File: config.mk
export PLATFORM = sky130hd
export DESIGN_NAME = vga_scan_timing_flat
export DESIGN_NICKNAME = d
export VERILOG_FILES = /design/src/rtl/vga_scan_if.sv /design/src/rtl/vga_scan_timing.sv /design/src/flat_wrapper.sv
export SDC_FILE = /design/constraint.sdc
export NUM_CORES = 1
export LEC_CHECK = 0
export CORE_ASPECT_RATIO = 1.5
export CORE_MARGIN = 5
export CORE_UTILIZATION = 50
export CTS_CLUSTER_SIZE = 25
export DETAILED_ROUTE_END_ITERATION = 8
export GPL_ROUTABILITY_DRIVEN = 0
export HOLD_SLACK_MARGIN = 0.06
export MAX_ROUTING_LAYER = met4
export PLACE_DENSITY = 0.84
export SETUP_SLACK_MARGIN = 0.5
export SLEW_MARGIN = 20
export SYNTH_ARGS = -nofsm -noshare
export SYNTH_HDL_FRONTEND = slang
export SYNTH_SLANG_ARGS = --single-unit
File: constraint.sdc
create_clock -name clk_in -period 2.5 [get_ports clk_in]
set_input_delay 0.625 -clock clk_in [delete_from_list [all_inputs] [get_ports clk_in]]
set_output_delay 0.625 -clock clk_in [all_outputs]
set_load 0.05 [all_outputs]
File: src/rtl/vga_scan_if.sv
// Raster output bundle of the VGA scan timing block.
// The master side (vga_scan_timing) drives the pixel coordinates, frame and
// vblank ticks and the delayed sync/de levels; consumers attach to the slave side.
// Optional macro VGA_SCAN_FRAME_CNT_EN adds the 8-bit frame_cnt signal.
`timescale 1ns/1ps

interface vga_scan_if #(
  parameter int COORD_W = 10
);
  logic [COORD_W-1:0] pix_x;
  logic [COORD_W-1:0] pix_y;
  logic               pix_active;
  logic               frame_start;
  logic               vblank_tick;
  logic               hsync;
  logic               vsync;
  logic               de;
`ifdef VGA_SCAN_FRAME_CNT_EN
  logic [7:0]         frame_cnt;
`endif

  modport master (
    output pix_x, pix_y, pix_active, frame_start, vblank_tick, hsync, vsync, de
`ifdef VGA_SCAN_FRAME_CNT_EN
    , output frame_cnt
`endif
  );

  modport slave (
    input pix_x, pix_y, pix_active, frame_start, vblank_tick, hsync, vsync, de
`ifdef VGA_SCAN_FRAME_CNT_EN
    , input frame_cnt
`endif
  );
endinterface

File: src/rtl/vga_scan_timing.sv
// VGA scan timing generator.
// Free-running horizontal/vertical raster counters, a registered stage that
// presents pixel coordinates and frame/vblank ticks one cycle after the
// counters, and a PIPE_DELAY-deep shift register that delays hsync/vsync/de so
// they line up with a downstream graphics pipeline.
// Optional macro VGA_SCAN_FRAME_CNT_EN adds an 8-bit wrapping frame counter.
`timescale 1ns/1ps

module vga_scan_timing #(
  parameter int H_ACTIVE   = 640,
  parameter int H_FP       = 16,
  parameter int H_SYNC     = 96,
  parameter int H_BP       = 48,
  parameter int V_ACTIVE   = 480,
  parameter int V_FP       = 10,
  parameter int V_SYNC     = 2,
  parameter int V_BP       = 33,
  parameter int HSYNC_POL  = 0,
  parameter int VSYNC_POL  = 0,
  parameter int PIPE_DELAY = 2,
  parameter int COORD_W    = 10
) (
  input  logic      clk_in,
  input  logic      resetn,
  vga_scan_if.master scan
);

  localparam int H_TOTAL = H_ACTIVE + H_FP + H_SYNC + H_BP;
  localparam int V_TOTAL = V_ACTIVE + V_FP + V_SYNC + V_BP;

  localparam logic [COORD_W-1:0] H_LAST = COORD_W'(H_TOTAL - 1);
  localparam logic [COORD_W-1:0] V_LAST = COORD_W'(V_TOTAL - 1);
  localparam logic [COORD_W-1:0] H_ACT  = COORD_W'(H_ACTIVE);
  localparam logic [COORD_W-1:0] V_ACT  = COORD_W'(V_ACTIVE);
  localparam logic [COORD_W-1:0] HS_BEG = COORD_W'(H_ACTIVE + H_FP);
  localparam logic [COORD_W-1:0] HS_END = COORD_W'(H_ACTIVE + H_FP + H_SYNC);
  localparam logic [COORD_W-1:0] VS_BEG = COORD_W'(V_ACTIVE + V_FP);
  localparam logic [COORD_W-1:0] VS_END = COORD_W'(V_ACTIVE + V_FP + V_SYNC);

  // Output levels: asserted level equals the POL parameter, inactive is its inverse.
  localparam logic HS_ON  = (HSYNC_POL != 0);
  localparam logic HS_OFF = !HS_ON;
  localparam logic VS_ON  = (VSYNC_POL != 0);
  localparam logic VS_OFF = !VS_ON;

  logic [COORD_W-1:0] h_cnt_p0;
  logic [COORD_W-1:0] v_cnt_p0;

  logic               h_act_p0;
  logic               v_act_p0;
  logic               hs_win_p0;
  logic               vs_win_p0;
  logic               at_origin_p0;
  logic               at_vblank_p0;

  logic [COORD_W-1:0] pix_x_p1;
  logic [COORD_W-1:0] pix_y_p1;
  logic               active_p1;
  logic               frame_start_p1;
  logic               vblank_tick_p1;
  logic               hs_p1;
  logic               vs_p1;

  // Raster counters: h steps every clock, v steps on the h wrap, both wrap together at frame end.
  always_ff @(posedge clk_in or negedge resetn) begin
    if (!resetn) begin
      h_cnt_p0 <= '0;
      v_cnt_p0 <= '0;
    end else if (h_cnt_p0 == H_LAST) begin
      h_cnt_p0 <= '0;
      v_cnt_p0 <= (v_cnt_p0 == V_LAST) ? '0 : v_cnt_p0 + 1'b1;
    end else begin
      h_cnt_p0 <= h_cnt_p0 + 1'b1;
    end
  end

  // Region decode of the current counter position; vsync depends on v only, so it moves at h = 0.
  always_comb begin
    h_act_p0     = (h_cnt_p0 < H_ACT);
    v_act_p0     = (v_cnt_p0 < V_ACT);
    hs_win_p0    = (h_cnt_p0 >= HS_BEG) && (h_cnt_p0 < HS_END);
    vs_win_p0    = (v_cnt_p0 >= VS_BEG) && (v_cnt_p0 < VS_END);
    at_origin_p0 = (h_cnt_p0 == '0) && (v_cnt_p0 == '0);
    at_vblank_p0 = (h_cnt_p0 == '0) && (v_cnt_p0 == V_ACT);
  end

  // ---- stage 1: registered coordinates, ticks and raw sync levels ----
  // Register the decoded counter state so every consumer sees it one cycle later.
  always_ff @(posedge clk_in or negedge resetn) begin
    if (!resetn) begin
      pix_x_p1       <= '0;
      pix_y_p1       <= '0;
      active_p1      <= 1'b0;
      frame_start_p1 <= 1'b0;
      vblank_tick_p1 <= 1'b0;
      hs_p1          <= HS_OFF;
      vs_p1          <= VS_OFF;
    end else begin
      pix_x_p1       <= h_cnt_p0;
      pix_y_p1       <= v_cnt_p0;
      active_p1      <= h_act_p0 && v_act_p0;
      frame_start_p1 <= at_origin_p0;
      vblank_tick_p1 <= at_vblank_p0;
      hs_p1          <= hs_win_p0 ? HS_ON : HS_OFF;
      vs_p1          <= vs_win_p0 ? VS_ON : VS_OFF;
    end
  end

  assign scan.pix_x       = pix_x_p1;
  assign scan.pix_y       = pix_y_p1;
  assign scan.pix_active  = active_p1;
  assign scan.frame_start = frame_start_p1;
  assign scan.vblank_tick = vblank_tick_p1;

`ifdef VGA_SCAN_FRAME_CNT_EN
  logic [7:0] frame_cnt_p1;

  // Frame counter loads its new value on the same edge that raises frame_start.
  always_ff @(posedge clk_in or negedge resetn) begin
    if (!resetn) begin
      frame_cnt_p1 <= 8'd0;
    end else if (at_origin_p0) begin
      frame_cnt_p1 <= frame_cnt_p1 + 8'd1;
    end
  end

  assign scan.frame_cnt = frame_cnt_p1;
`endif

  // ---- stage 2..(1+PIPE_DELAY): sync/de alignment delay ----
  generate
    if (PIPE_DELAY == 0) begin : g_no_delay
      assign scan.hsync = hs_p1;
      assign scan.vsync = vs_p1;
      assign scan.de    = active_p1;
    end else begin : g_delay
      logic [PIPE_DELAY-1:0] hs_sr;
      logic [PIPE_DELAY-1:0] vs_sr;
      logic [PIPE_DELAY-1:0] de_sr;

      // Shift the stage-1 sync/de levels; reset fills every tap with the inactive level.
      always_ff @(posedge clk_in or negedge resetn) begin
        if (!resetn) begin
          hs_sr <= {PIPE_DELAY{HS_OFF}};
          vs_sr <= {PIPE_DELAY{VS_OFF}};
          de_sr <= '0;
        end else begin
          hs_sr[0] <= hs_p1;
          vs_sr[0] <= vs_p1;
          de_sr[0] <= active_p1;
          for (int i = 1; i < PIPE_DELAY; i++) begin
            hs_sr[i] <= hs_sr[i-1];
            vs_sr[i] <= vs_sr[i-1];
            de_sr[i] <= de_sr[i-1];
          end
        end
      end

      assign scan.hsync = hs_sr[PIPE_DELAY-1];
      assign scan.vsync = vs_sr[PIPE_DELAY-1];
      assign scan.de    = de_sr[PIPE_DELAY-1];
    end
  endgenerate

endmodule

File: src/flat_wrapper.sv
// flat-port wrapper written by rule: the top's interface ports become plain ports
module vga_scan_timing_flat 
#(
  parameter int H_ACTIVE   = 640,
  parameter int H_FP       = 16,
  parameter int H_SYNC     = 96,
  parameter int H_BP       = 48,
  parameter int V_ACTIVE   = 480,
  parameter int V_FP       = 10,
  parameter int V_SYNC     = 2,
  parameter int V_BP       = 33,
  parameter int HSYNC_POL  = 0,
  parameter int VSYNC_POL  = 0,
  parameter int PIPE_DELAY = 2,
  parameter int COORD_W    = 10
)
  (clk_in, resetn, scan_pix_x, scan_pix_y, scan_pix_active, scan_frame_start, scan_vblank_tick, scan_hsync, scan_vsync, scan_de);
  vga_scan_if #(.COORD_W(COORD_W)) scan_i ();
  input  logic clk_in;
  input  logic resetn;
  output wire logic [$bits(scan_i.pix_x)-1:0] scan_pix_x;
  output wire logic [$bits(scan_i.pix_y)-1:0] scan_pix_y;
  output wire logic [$bits(scan_i.pix_active)-1:0] scan_pix_active;
  output wire logic [$bits(scan_i.frame_start)-1:0] scan_frame_start;
  output wire logic [$bits(scan_i.vblank_tick)-1:0] scan_vblank_tick;
  output wire logic [$bits(scan_i.hsync)-1:0] scan_hsync;
  output wire logic [$bits(scan_i.vsync)-1:0] scan_vsync;
  output wire logic [$bits(scan_i.de)-1:0] scan_de;
  assign scan_pix_x = scan_i.pix_x;
  assign scan_pix_y = scan_i.pix_y;
  assign scan_pix_active = scan_i.pix_active;
  assign scan_frame_start = scan_i.frame_start;
  assign scan_vblank_tick = scan_i.vblank_tick;
  assign scan_hsync = scan_i.hsync;
  assign scan_vsync = scan_i.vsync;
  assign scan_de = scan_i.de;
  vga_scan_timing #(.H_ACTIVE(H_ACTIVE), .H_FP(H_FP), .H_SYNC(H_SYNC), .H_BP(H_BP), .V_ACTIVE(V_ACTIVE), .V_FP(V_FP), .V_SYNC(V_SYNC), .V_BP(V_BP), .HSYNC_POL(HSYNC_POL), .VSYNC_POL(VSYNC_POL), .PIPE_DELAY(PIPE_DELAY), .COORD_W(COORD_W)) u_core (.clk_in(clk_in), .resetn(resetn), .scan(scan_i));
endmodule
Word level (Yosys, flattened, before mapping)
Index checks and enable logic that the tools add are counted.
{"block": "totals", "reg_bits": 51, "output_inout_bits": 26, "word_cells": 34}
{"block": "classes", "add_sub_neg": 2, "magnitude_cmp": 6, "n_eq_ne": 3, "mux": 4, "reduce_logical": 7}
{"operator": "$add A10 B1 Y10 const B", "n": 2}
{"operator": "$eq A10 B10 Y1 const B", "n": 2}
{"operator": "$logic_not A10 Y1", "n": 2}
{"operator": "$lt A10 B10 Y1 const B", "n": 2}
{"operator": "$lt A10 B9 Y1 const B", "n": 2}
{"operator": "$mux W10", "n": 2}
{"operator": "$eq A10 B9 Y1 const B", "n": 1}
{"operator": "$ge A10 B10 Y1 const B", "n": 1}
{"operator": "$ge A10 B9 Y1 const B", "n": 1}
{"operator": "$logic_and A1 B1 Y1", "n": 5}
{"operator": "$mux W1", "n": 2}

Longest topological paths before layout
{"block": "depth", "word_depth": 3, "mapped_depth": 7}

Worst setup path before layout
No wires, ideal clock.
{"block": "synth_timing", "path_kind": "register to register", "from": "register u_core.v_cnt_p0[6]", "to": "register u_core.v_cnt_p0[3]", "arrival_time_ns": 1.628, "required_ns": 2.379, "path_slack_ns": 0.751, "path_stages_with_launch": 5, "path_buffers": 0, "synth_period_minus_slack_ns": 1.749, "cell_sequence": "dfrtp_1 -> or4_4 -> or4_4 -> nand3_2 -> nand3_2"}
{"block": "synth_via", "elab_chain_len": 2}
{"item": "start, declared", "line_no": "vga_scan_timing.sv:47", "source": "logic [COORD_W-1:0] v_cnt_p0;"}
{"item": "start signal, assigned", "line_no": "vga_scan_timing.sv:71", "source": "v_cnt_p0 <= (v_cnt_p0 == V_LAST) ? '0 : v_cnt_p0 + 1'b1;"}
{"item": "$eq A10 B10 Y1", "line_no": "vga_scan_timing.sv:71"}
{"item": "$mux W10", "line_no": "vga_scan_timing.sv:71"}
No other way between the ends.
A chain may end at the register's enable or synchronous reset.

Worst setup path after layout
{"block": "layout_timing", "from": "register u_core.g_delay.hs_sr[1]", "to": "output port scan_hsync"}
{"item": "start, declared", "line_no": "vga_scan_timing.sv:137", "source": "logic [PIPE_DELAY-1:0] hs_sr;"}
{"item": "start signal, assigned", "line_no": "vga_scan_timing.sv:144", "source": "hs_sr <= {PIPE_DELAY{HS_OFF}};"}
{"item": "start signal, assigned by index", "line_no": "vga_scan_timing.sv:152", "source": "hs_sr[i] <= hs_sr[i-1];"}
{"item": "end, declared", "line_no": "flat_wrapper.sv:26", "source": "output wire logic [$bits(scan_i.hsync)-1:0] scan_hsync;"}
No word-level cell between the ends.

==> metrics <==
status finished clean; initial antenna violation count 0; Fmax achieved 0.513 GHz; leakage approximately 1.1 nW; antenna diode count 0; Longest Clk Path Bufs 2; post-synthesis async set-or-reset flop share 100%; Worst VDD drop around 0.55 mV; Required @ worst endpoint 1880 ps; Sink Count 51; Tmin final 1950 ps; power per cell area around 640 mW/mm^2; vias in the first global route 1,294; Initial Utilization 51.6%; Rows 27; skew final 3.23 ps; Max Slew Vio Count 0; DP HPWL 2.36 mm; Yosys warning total 0; critical-path cell list dlygate4sd2_1; CTS root buf clkbuf_8; vias after detailed routing 1,225; Vias per Instance 5.52; core footprint about 0.0037 mm^2; first-pass GRT wire length 5.83 mm; CP bufs+invs 1; internal reg-to-reg setup slack 610 ps; slowest cell delay on critical path 520 ps; most numerous cell in the Yosys netlist dfrtp_1; routed wire length about 3.3 mm; crit start category flip-flop; CTS buffer count 5; syn nets 150; Unique masters post-synth 32; P&R area growth vs syn 22.6%; CTS clk-pin slew, worst paths 80 ps; fill count 282; WS Path Type reg2out; RR Startpoint u_core.h_cnt_p0[1]; CTS H-Tree Depth 2; Syn Inst Count 144; nature of the critical path endpoint primary output; Mapped Avg Cell Area roughly 13 um^2; final setup vio count 0; Worst R2R End u_core.v_cnt_p0[9]; Total GRT Usage 15.3%; Post-synth top cells dfrtp_1 (45), nand4_1 (9), nor2_1 (9); Clock Latency Late Sink approximately 290 ps; Residual DRC 0; Data arrival, critical path 1320 ps; crit-path max FO 1; total power draw between 1 and 1.5 mW; die outline height roughly 85 um; type of the worst min-delay path in2async; total negative setup slack 0 ps; reg2reg path depth 5; Slew @ Worst Pin 511 ps; crit path from u_core.g_delay.hs_sr[1]; Final Net Count 184; count of input and output buffers 27; most common flop cell mapped by yosys dfrtp_1; Crit-path slowest cell dfstp_2; Die W 60.3 um; DRT iter0 DRCs 51; Syn Std Cell Area 0.00190 mm^2; die area about 0.0052 mm^2; #FFs+latches synth slightly above 50; first-pass iteration count of the detailed router 4; Worst path top cell family by delay flip-flops; EDFF count, synth 0; DR WL/cell 15.0 um; Final Hold Violating Endpoints 0; sequential area share after synthesis 67.6%; CTS tree built; RSZ-0062 raised after global routing no; period utilization 77.9%; IO Pins 28; top cells by area, synth dfrtp_1 (59%), dfstp_2 (8.3%), xnor2_1 (3.2%); Yosys top cell area share 59.3%; largest net degree at the start of global routing 24; GR Overflow Total 0; Relative slew margins around two thirds; cell taking the most area after synthesis dfrtp_1; layout cells sized above 1 14.5%; total of max-cap violations 0; Post-DRT Antenna Nets 0
kinds of logic (layout without fill, tap and decap cells):
group / after synthesis / in the layout / synth area share (%)
flops: 51 / 51 / 67.6
mux: 1 / 1 / 0.593
compound gates: 13 / 13 / 4.22
buf+inv: 8 / 43 / 1.78
fa+ha+maj: 4 / 4 / 2.64
xor+xnor: 10 / 10 / 4.61
simple gates: 57 / 57 / 18.6
where the power goes:
group	internal, mW	switching (mW)	total (mW)
Combinational	0.00261	0.0147	0.0173
Clock	0.399	0.243	0.642
Sequential	0.825	0	0.825
layer usage:
metal  routed length (um)  track usage, %  vias up
met3                  202            4.72        5
met2                 1780            24.5       38
met5                    0               -        -
met4                   53            6.05        0
met1                 1290            17.5      612
li1                     -               -      570
worst max path at each step:
stage                                     to  slack, ps  cells after the start
after global placement            scan_hsync        590                      1
final                             scan_hsync        550                      1
after floorplan           u_core.v_cnt_p0[3]        750                      4
after global routing      u_core.v_cnt_p0[9]        510                      5
after detailed placement          scan_vsync        590                      1
after CTS                         scan_vsync        530                      1
worst reg2reg max path: cells and delay by family (launching register included):
family	cells	cell delay, ps
adders and majority gates	1	240
AOI/OAI and AO/OA	1	190
and+or+nand+nor	3	940
DFF	1	430
placed cells by master (no fill, tap or decap), types with 3 or more instances in the layout:
cell	synthesis	layout
nand4_1	9	9
dlygate4sd2_1	0	25
and3_1	5	5
dfrtp_1	45	44
nor2_1	9	9
dfstp_2	6	6
nor3_1	4	4
o21ai_0	3	3
inv_1	5	5
nand3_1	8	8
nand2_1	6	6
clkbuf_8	0	5
buf_4	0	3
xor2_1	3	3
ha_1	4	4
nand3_2	3	3
xnor2_1	7	7
and2_1	3	3
metrics by stage:
| step | hold WS [ps] | util (%) | setup WS [ps] | instance area, um^2 | instances |
|---|---|---|---|---|---|
| 2_1_floorplan | 329 | - | 751 | 1900 | 144 |
| 5_1_grt | 215 | 63.2 | 507 | 2330 | 222 |
| 3_3_place_gp | 340 | 60.4 | 591 | 2230 | 214 |
| 6_report | 201 | 63.2 | 552 | 2330 | 222 |
| 4_1_cts | 207 | 63.2 | 533 | 2330 | 222 |
| 3_5_place_dp | 337 | 60.4 | 589 | 2230 | 214 |
area by class of cell:
type / instances / area [um^2] / area share [%]
Sequential cell: 51 / 1280 / 55.2
Multi-Input combinational cell: 85 / 582 / 25.0
Timing Repair Buffer: 30 / 256 / 11.0
Clock buffer: 6 / 72.6 / 3.12
Clock inverter: 2 / 60.1 / 2.58
Tap cell: 43 / 53.8 / 2.31
Inverter: 5 / 18.8 / 0.806
registers in the layout, indices dropped and copies added, names as in the netlist:
register and cells:
u_core.h_cnt_p0 10, u_core.scan.pix_x 10, u_core.scan.pix_y 10, u_core.v_cnt_p0 10, u_core.g_delay.de_sr 2, u_core.g_delay.hs_sr 2, u_core.g_delay.vs_sr 2, u_core.hs_p1 1
u_core.scan.frame_start 1, u_core.scan.pix_active 1, u_core.scan.vblank_tick 1, u_core.vs_p1 1
timing repair:
| item | in CTS | in global routing |
|---|---|---|
| hold buffers | 0 | 0 |
| buffers inserted | 0 | 0 |
| gates cloned | 0 | 0 |
| gates resized for setup | 26 | 2 |
| pin swaps | 0 | 0 |
| setup endpoints to repair | 26 | 2 |
No activity file was read; power rests on OpenSTA's default activity.
